$ cat src/rtl/clk_ratio_meter.sv
// Measures the period and high time of a divided clock (sig_in) in clk_in cycles,
// recovering the division ratio and flagging lock and loss of signal.
module clk_ratio_meter #(
    parameter int          SYNC_STAGES = 0,
    parameter int          LOCK_COUNT  = 4,
    parameter logic [31:0] TIMEOUT     = 32'd1048576
) (
    input  logic        clk_in,
    input  logic        reset,
    input  logic        enable,
    input  logic        sig_in,
    output logic [31:0] period,
    output logic [31:0] high_time,
    output logic        meas_valid,
    output logic        locked,
    output logic        timeout,
    output logic [1:0]  state
);

    typedef enum logic [1:0] {
        IDLE  = 2'b00,
        ARMED = 2'b01,
        TRACK = 2'b10
    } state_t;

    localparam int         PW       = SYNC_STAGES + 1;
    localparam logic [3:0] LOCK_MAX = 4'(LOCK_COUNT);

    logic          s;
    logic          s_d_q;
    logic [PW-1:0] primed_q, primed_d;
    logic          rise;

    state_t      state_q, state_d;
    logic [31:0] cnt_q, cnt_d;
    logic [31:0] hcnt_q, hcnt_d;
    logic [31:0] period_q, period_d;
    logic [31:0] high_q, high_d;
    logic [3:0]  match_q, match_d;
    logic        mv_q, mv_d;
    logic        locked_q, locked_d;
    logic        to_q, to_d;

    generate
        if (SYNC_STAGES == 0) begin : g_nosync
            assign s = sig_in;
        end else begin : g_sync
            logic [SYNC_STAGES-1:0] sync_q, sync_d;

            always_comb sync_d = (sync_q << 1) | SYNC_STAGES'(sig_in);

            always_ff @(posedge clk_in) begin
                if (!reset) sync_q <= '0;
                else        sync_q <= sync_d;
            end

            assign s = sync_q[SYNC_STAGES-1];
        end
    endgenerate

    // A rise only counts once s_d holds a real sample, so a high level at reset release never arms.
    always_comb primed_d = (primed_q << 1) | PW'(1);
    assign rise = s & ~s_d_q & primed_q[PW-1];

    always_comb begin
        state_d  = state_q;
        cnt_d    = cnt_q;
        hcnt_d   = hcnt_q;
        period_d = period_q;
        high_d   = high_q;
        match_d  = match_q;
        locked_d = locked_q;
        mv_d     = 1'b0;
        to_d     = 1'b0;
        if (!enable) begin
            state_d  = IDLE;
            cnt_d    = '0;
            hcnt_d   = '0;
            match_d  = '0;
            locked_d = 1'b0;
        end else begin
            case (state_q)
                IDLE: begin
                    cnt_d  = '0;
                    hcnt_d = '0;
                    if (rise) begin
                        state_d = ARMED;
                        cnt_d   = 32'd1;
                        hcnt_d  = 32'd1;
                    end
                end
                ARMED, TRACK: begin
                    if (rise) begin
                        state_d  = TRACK;
                        period_d = cnt_q;
                        high_d   = hcnt_q;
                        mv_d     = 1'b1;
                        cnt_d    = 32'd1;
                        hcnt_d   = 32'd1;
                        if (state_q == ARMED)       match_d = 4'd1;
                        else if (cnt_q == period_q) match_d = (match_q >= LOCK_MAX) ? LOCK_MAX : match_q + 4'd1;
                        else                        match_d = 4'd1;
                        locked_d = (match_d == LOCK_MAX);
                    end else if (cnt_q == TIMEOUT) begin
                        state_d  = IDLE;
                        to_d     = 1'b1;
                        cnt_d    = '0;
                        hcnt_d   = '0;
                        period_d = '0;
                        high_d   = '0;
                        match_d  = '0;
                        locked_d = 1'b0;
                    end else begin
                        cnt_d  = cnt_q + 32'd1;
                        hcnt_d = hcnt_q + {31'b0, s};
                    end
                end
                default: state_d = IDLE;
            endcase
        end
    end

    always_ff @(posedge clk_in) begin
        if (!reset) begin
            s_d_q    <= 1'b0;
            primed_q <= '0;
            state_q  <= IDLE;
            cnt_q    <= '0;
            hcnt_q   <= '0;
            period_q <= '0;
            high_q   <= '0;
            match_q  <= '0;
            mv_q     <= 1'b0;
            locked_q <= 1'b0;
            to_q     <= 1'b0;
        end else begin
            s_d_q    <= s;
            primed_q <= primed_d;
            state_q  <= state_d;
            cnt_q    <= cnt_d;
            hcnt_q   <= hcnt_d;
            period_q <= period_d;
            high_q   <= high_d;
            match_q  <= match_d;
            mv_q     <= mv_d;
            locked_q <= locked_d;
            to_q     <= to_d;
        end
    end

    assign period     = period_q;
    assign high_time  = high_q;
    assign meas_valid = mv_q;
    assign locked     = locked_q;
    assign timeout    = to_q;
    assign state      = state_q;

endmodule

$ cat config.mk
export PLATFORM = sky130hd
export DESIGN_NAME = clk_ratio_meter
export DESIGN_NICKNAME = d
export VERILOG_FILES = /design/src/rtl/clk_ratio_meter.sv
export SDC_FILE = /design/constraint.sdc
export NUM_CORES = 1
export LEC_CHECK = 0
export CAP_MARGIN = 20
export CORE_MARGIN = 2
export CORE_UTILIZATION = 43
export DETAILED_ROUTE_END_ITERATION = 8
export PLACE_DENSITY = 0.61
export SETUP_SLACK_MARGIN = 0.1
export SYNTH_ARGS = -nofsm -noshare
export SYNTH_HDL_FRONTEND = slang
export SYNTH_SLANG_ARGS = --single-unit
$ cat constraint.sdc
create_clock -name clk_in -period 2.2 [get_ports clk_in]
set_input_delay 0.44 -clock clk_in [delete_from_list [all_inputs] [get_ports clk_in]]
set_output_delay 0.44 -clock clk_in [all_outputs]
set_load 0.01 [all_outputs]
Word-level counts from Yosys, hierarchy flattened
Index checks and enable logic that the tools add are counted.

word-level totals
  bits in registers = 139
  bits of input ports = 4
  output and inout port bits = 69
  logic and storage cells = 65

cells by class
  $add $sub $neg = 3
  magnitude comparators = 1
  equal/unequal tests = 7
  multiplexer cells = 27
  bitwise logic cells = 6
  reductions and logical operators = 10

operators with widths
  kind                                                                      number
  32-bit two-way mux                                                        7
  32-bit one-hot mux with 2 select lines                                    2
  32-bit by 1-bit adder with 32-bit output                                  1
  32-bit by 1-bit adder with 32-bit output (second input constant)          1
  32-bit by 21-bit equality test with 1-bit output (second input constant)  1
  32-bit equality test                                                      1
  4-bit two-way mux                                                         8
  1-bit two-way mux                                                         6
  2-bit two-way mux                                                         3
  2-bit AND reduction                                                       3
  3-bit AND reduction                                                       2
  4-bit by 1-bit adder with 4-bit output (second input constant)            1
  4-bit by 3-bit equality test with 1-bit output (second input constant)    1
  4-bit by 3-bit >= comparator with 1-bit output (second input constant)    1
  1-bit inverter                                                            4
  2-bit one-hot mux with 2 select lines                                     1
  2-bit nonzero test                                                        2
  4-bit OR reduction                                                        1
  3-bit inequality test (second input constant)                             1
  1-bit bitwise AND                                                         2
  2-bit by 1-bit equality test with 1-bit output (second input constant)    1
  2-bit equality test (second input constant)                               1
  2-bit zero test                                                           1
  2-bit inequality test (second input constant)                             1
  2-bit OR reduction                                                        1

Depth between registers and ports, before layout
  depth after elaboration = 9
  depth in mapped cells = 9
  mapped depth without buffers = 7

Least setup slack after synthesis
No wires, ideal clock.

  kind = flip-flop to flip-flop
  from = register state_q[0] (netlist: state[0])
  to = register cnt_q[11]
  setup time = 0.070 ns
  data arrival time = 1.974 ns
  data required time = 2.130 ns
  slack = 0.157 ns
  cell stages (with the launch flop) = 8
  buffers on the path = 1
  clock period less this slack = 2.043 ns
  path through = dfxtp_1 > inv_1 > ha_1 > clkbuf_1 > inv_1 > a211o_1 > or4_1 > a21oi_1

on the way
  longest elaborated chain between the ends = 3
  elaborated cells between the ends (all ways) = 6
  classes of those cells = 2 x eq/ne; 1 x mux; 3 x reduce/logical

ends and longest elaborated chain
  element                                                                                RTL line  text
  start: declaration                                                                     34        state_t state_q, state_d;
  start signal: assignment                                                               139       state_q <= state_d;
  2-bit by 1-bit equality test with 1-bit output or 2-bit equality test (tied branches)  82        case (state_q)
  2-bit OR reduction                                                                     82
  32-bit one-hot mux with 2 select lines or 2-bit nonzero test (tied branches)           --
  end signal: assignment                                                                 140       cnt_q <= cnt_d;
  end: declaration                                                                       35        logic [31:0] cnt_q, cnt_d;

Parallel ways exist; a longest one is shown, timed or not.
A chain may end at the register's enable or synchronous reset.

Worst setup path after layout
  from = register period_q[15] (netlist: period[15])
  to = register match_q[1]

on the way
  longest elaborated chain between the ends = 7

ends and longest elaborated chain
  element                   RTL line  text
  start: declaration        37        logic [31:0] period_q, period_d;
  start signal: assignment  142       period_q <= period_d;
  32-bit equality test      101       else if (cnt_q == period_q) match_d = (match_q >= LOCK_MAX) ? LOCK_MAX : match_q + 4'd1;
  4-bit two-way mux         101
  4-bit two-way mux         100       if (state_q == ARMED) match_d = 4'd1;
  4-bit two-way mux         93        if (rise) begin
  4-bit two-way mux         82
  4-bit two-way mux         75        if (!enable) begin
  4-bit two-way mux         93
  end signal: assignment    144       match_q <= match_d;
  end: declaration          39        logic [3:0] match_q, match_d;

No other way between the ends. The select of a mux whose other input is x is not followed.

==> impl_metrics.json <==
{
  "syn_to_final_growth_pct": 30.0,
  "p_total_w": 0.00558,
  "netlist_area_sq_um": 6560,
  "hold_viol": 0,
  "seq_area_frac_synth_pct": 42.4,
  "grt_overflow": 0,
  "port-buffer-count": 72,
  "grt_pass1_vias": 5796,
  "start_util_pct": 43.6,
  "path_clk_slew_ns": 0.06,
  "p_clk_share_pct": 51.4,
  "power_frac_seq_pct": 45.2,
  "drive_above_1_share_pct": 17.5,
  "fin_crit_sh_pct": 97.0,
  "internal-power_w": 0.00427,
  "synth.distinct_cells": 45,
  "fillers": 1342,
  "met1_length_mm": 7.75,
  "fp.dieH_um": 127,
  "grt_max_degree": 65,
  "dp_hpwl_mm": 12.1,
  "fin_crit_ns": 2.13,
  "cts-buffers-inserted": 17,
  "crit_path_end_kind": "flip-flop",
  "hold_path.class": "input pin to flip-flop",
  "start_kind": "flip-flop",
  "h-tree-depth": 4,
  "top_layer": "met4",
  "grt.total_usage_pct": 22.5,
  "gp_congestion": 0.847,
  "cts_sinks": 139,
  "clock_latency_ns": 0.43,
  "place_inst": 1009,
  "place_worst_setup_slack_ns": -0.180,
  "relSlewSlack_pct": 63.9,
  "cts_tree": "done",
  "syn_nets": 777,
  "wl_met3_um": 703,
  "outcome": "finished, final reports clean",
  "nets": 857,
  "io_pins": 73,
  "power_density_nw_per_um2": 654,
  "fmax_ghz": 0.469,
  "rsz0062_at_grt": "true",
  "syn_inst": 764,
  "routed_wl_mm": 17.9,
  "grt_pass1_wl_mm": 29.2,
  "multi_input_comb_area_sq_um": 3580,
  "syn_avg_cell_area_sq_um": 8.58,
  "clock_path_buffers": 2,
  "ant_nets": 0,
  "yosys_register_bits": 139,
  "fin_ws_ns": 0.0659,
  "drt_iter0_markers": 435,
  "fin_skew_ns": 0.00936,
  "holdWs_ns": 0.450,
  "antenna_found_initial": 0,
  "required_ns": 2.53,
  "die_area_sq_um": 16300,
  "seq_area_sq_um": 2820,
  "synth_warnings": 0,
  "setup_viol": 0,
  "vias": 5855,
  "wl_per_cell_um": 17.2,
  "n_antenna_cell": 0,
  "drc_errors": 0,
  "drv_cap": 0,
  "first_pass_iters": 5,
  "critPathMaxFanout": 3,
  "cts_root_buffer": "clkbuf_16",
  "rows": 45,
  "p_comb_share_pct": 3.4,
  "drt-vias-per-instance": 5.60,
  "postLayoutCoreUtil_pct": 56.7,
  "dr_wl_met2_mm": 9.15,
  "worstSetupPathType": "flip-flop to flip-flop",
  "critical_path_arrival_ns": 2.46,
  "r2r_slack_ns": 0.07,
  "vdd_ir_drop_max_uv": 504,
  "p_sw_w": 0.00130,
  "tightest_slew_ns": 0.536,
  "slew_violations": 0,
  "p_leak_nw": 2.81,
  "die_x_um": 127,
  "core-area_sq_um": 15000,
  "instances_no_fill": 1045,
  "swShare_pct": 23.4
}
path summary, 6_finish.rpt:
path | startpoint | to | depth (start not counted)
worst min register to register | high_time[2] | high_time[2] | 2
worst max register to register | period[15] | match_q[1] | 5
worst min-delay path | reset | primed_q | 2
worst max-delay path | period[15] | match_q[1] | 5
state kept, by name, indices dropped and copies added, names as in the netlist:
name	cells
high_time	32
meas_valid	1
period	32
timeout	1
primed_q	1
s_d_q	1
state	2
locked	1
match_q	4
cnt_q	32
hcnt_q	32
cells by family after synthesis:
family                   share of synthesized area (%)
AO/OA/AOI/OAI                                     14.9
flip-flops                                        42.4
buffers and inverters                             5.80
adder cells (fa/ha/maj)                           1.72
multiplexers                                     0.153
AND/OR/NAND/NOR                                   22.5
XOR/XNOR                                          12.5
cells in the mapped netlist (all sizes together):
cell type,n,area (sq um)
o211a,1,10.0
a21oi,9,45.0
or3,2,12.5
clkbuf,49,184
mux2i,1,10.0
or4b,1,13.8
nand4,27,169
xor2,41,359
buf,19,125
o22ai,2,12.5
nand3b,4,30.0
ha,9,113
a21o,1,7.51
and3,4,25.0
nor3,17,85.1
nor3b,1,7.51
nand3,91,455
o41ai,1,16.3
a21boi,64,480
a311oi,1,8.76
a211o,2,17.5
and2,9,56.3
inv,19,71.3
nand4b,2,17.5
and3b,1,8.76
nand2,24,90.1
nor2,67,251
nor4,13,81.3
o31a,1,10.0
nor2b,2,12.5
or4,4,33.8
and4,11,97.6
o21ai,69,345
o211ai,2,15.0
xnor2,50,460
a41oi,1,8.76
dfxtp,139,2780
nor4b,2,17.5
and4b,1,10.0
power by group through the flow:
stage	Sequential [W]	Clock, W	Combinational [W]
2_1_floorplan	0.00258	0	0.000106
4_1_cts	0.00252	0.00292	0.000183
5_1_grt	0.00252	0.00302	0.000205
6_report	0.00252	0.00287	0.000189
3_3_place_gp	0.00258	0	0.000177
3_5_place_dp	0.00258	0	0.000182
what timing repair did:
action / 4_1_cts / 5_1_grt
hold buffers: 0 / 0
gates resized for setup: 24 / 31
cloned: 0 / 1
setup buffers: 2 / 1
endpoints found under the setup margin: 62 / 98
pin swaps: 5 / 6
layer usage:
| metal | track usage [%] | vias to the layer above |
|---|---|---|
| met1 | 27.6 | 2855 |
| met4 | 8.99 | 0 |
| met5 | 0 | - |
| met2 | 38.5 | 150 |
| li1 | - | 2824 |
| met3 | 4.86 | 26 |
layout make-up:
cell class	count	area share [%]
multi-input cells	538	42.0
flip-flops and latches	139	33.1
repair buffers	129	14.4
clock buffers	17	4.99
well taps	188	2.76
clock inverters	15	1.95
inverters	19	0.837
critical path, cell delays in order, from the launching register on:
cell     delay (ns)
dfxtp_2        0.34
xnor2_2        0.16
nand4_1        0.20
or4b_4         0.59
or4_4          0.52
o41ai_2        0.22
cells in the final DEF (no fill, tap or decap), drive strengths merged, types with 2 or more instances in the layout:
master and n:
a211o 2, a21boi 64, a21oi 9, and2 9, and3 4, and4 11, buf 57, bufinv 2
clkbuf 18, clkdlybuf4s50 71, clkinv 8, dfxtp 139, ha 9, inv 23, nand2 24, nand3 91
nand3b 4, nand4 27, nand4b 2, nor2 67, nor2b 2, nor3 17, nor4 13, nor4b 2
o211ai 2, o21ai 69, o22ai 2, or3 2, or4 4, xnor2 50, xor2 41
per-stage QoR:
stage	setup TNS [ns]	cell area (sq um)
detailed placement	-0.188	7670
global placement	-0.163	7670
floorplan	0	6560
global route	0	8520
finish	0	8520
CTS	0	8370
(Power assumes the default switching activity.)
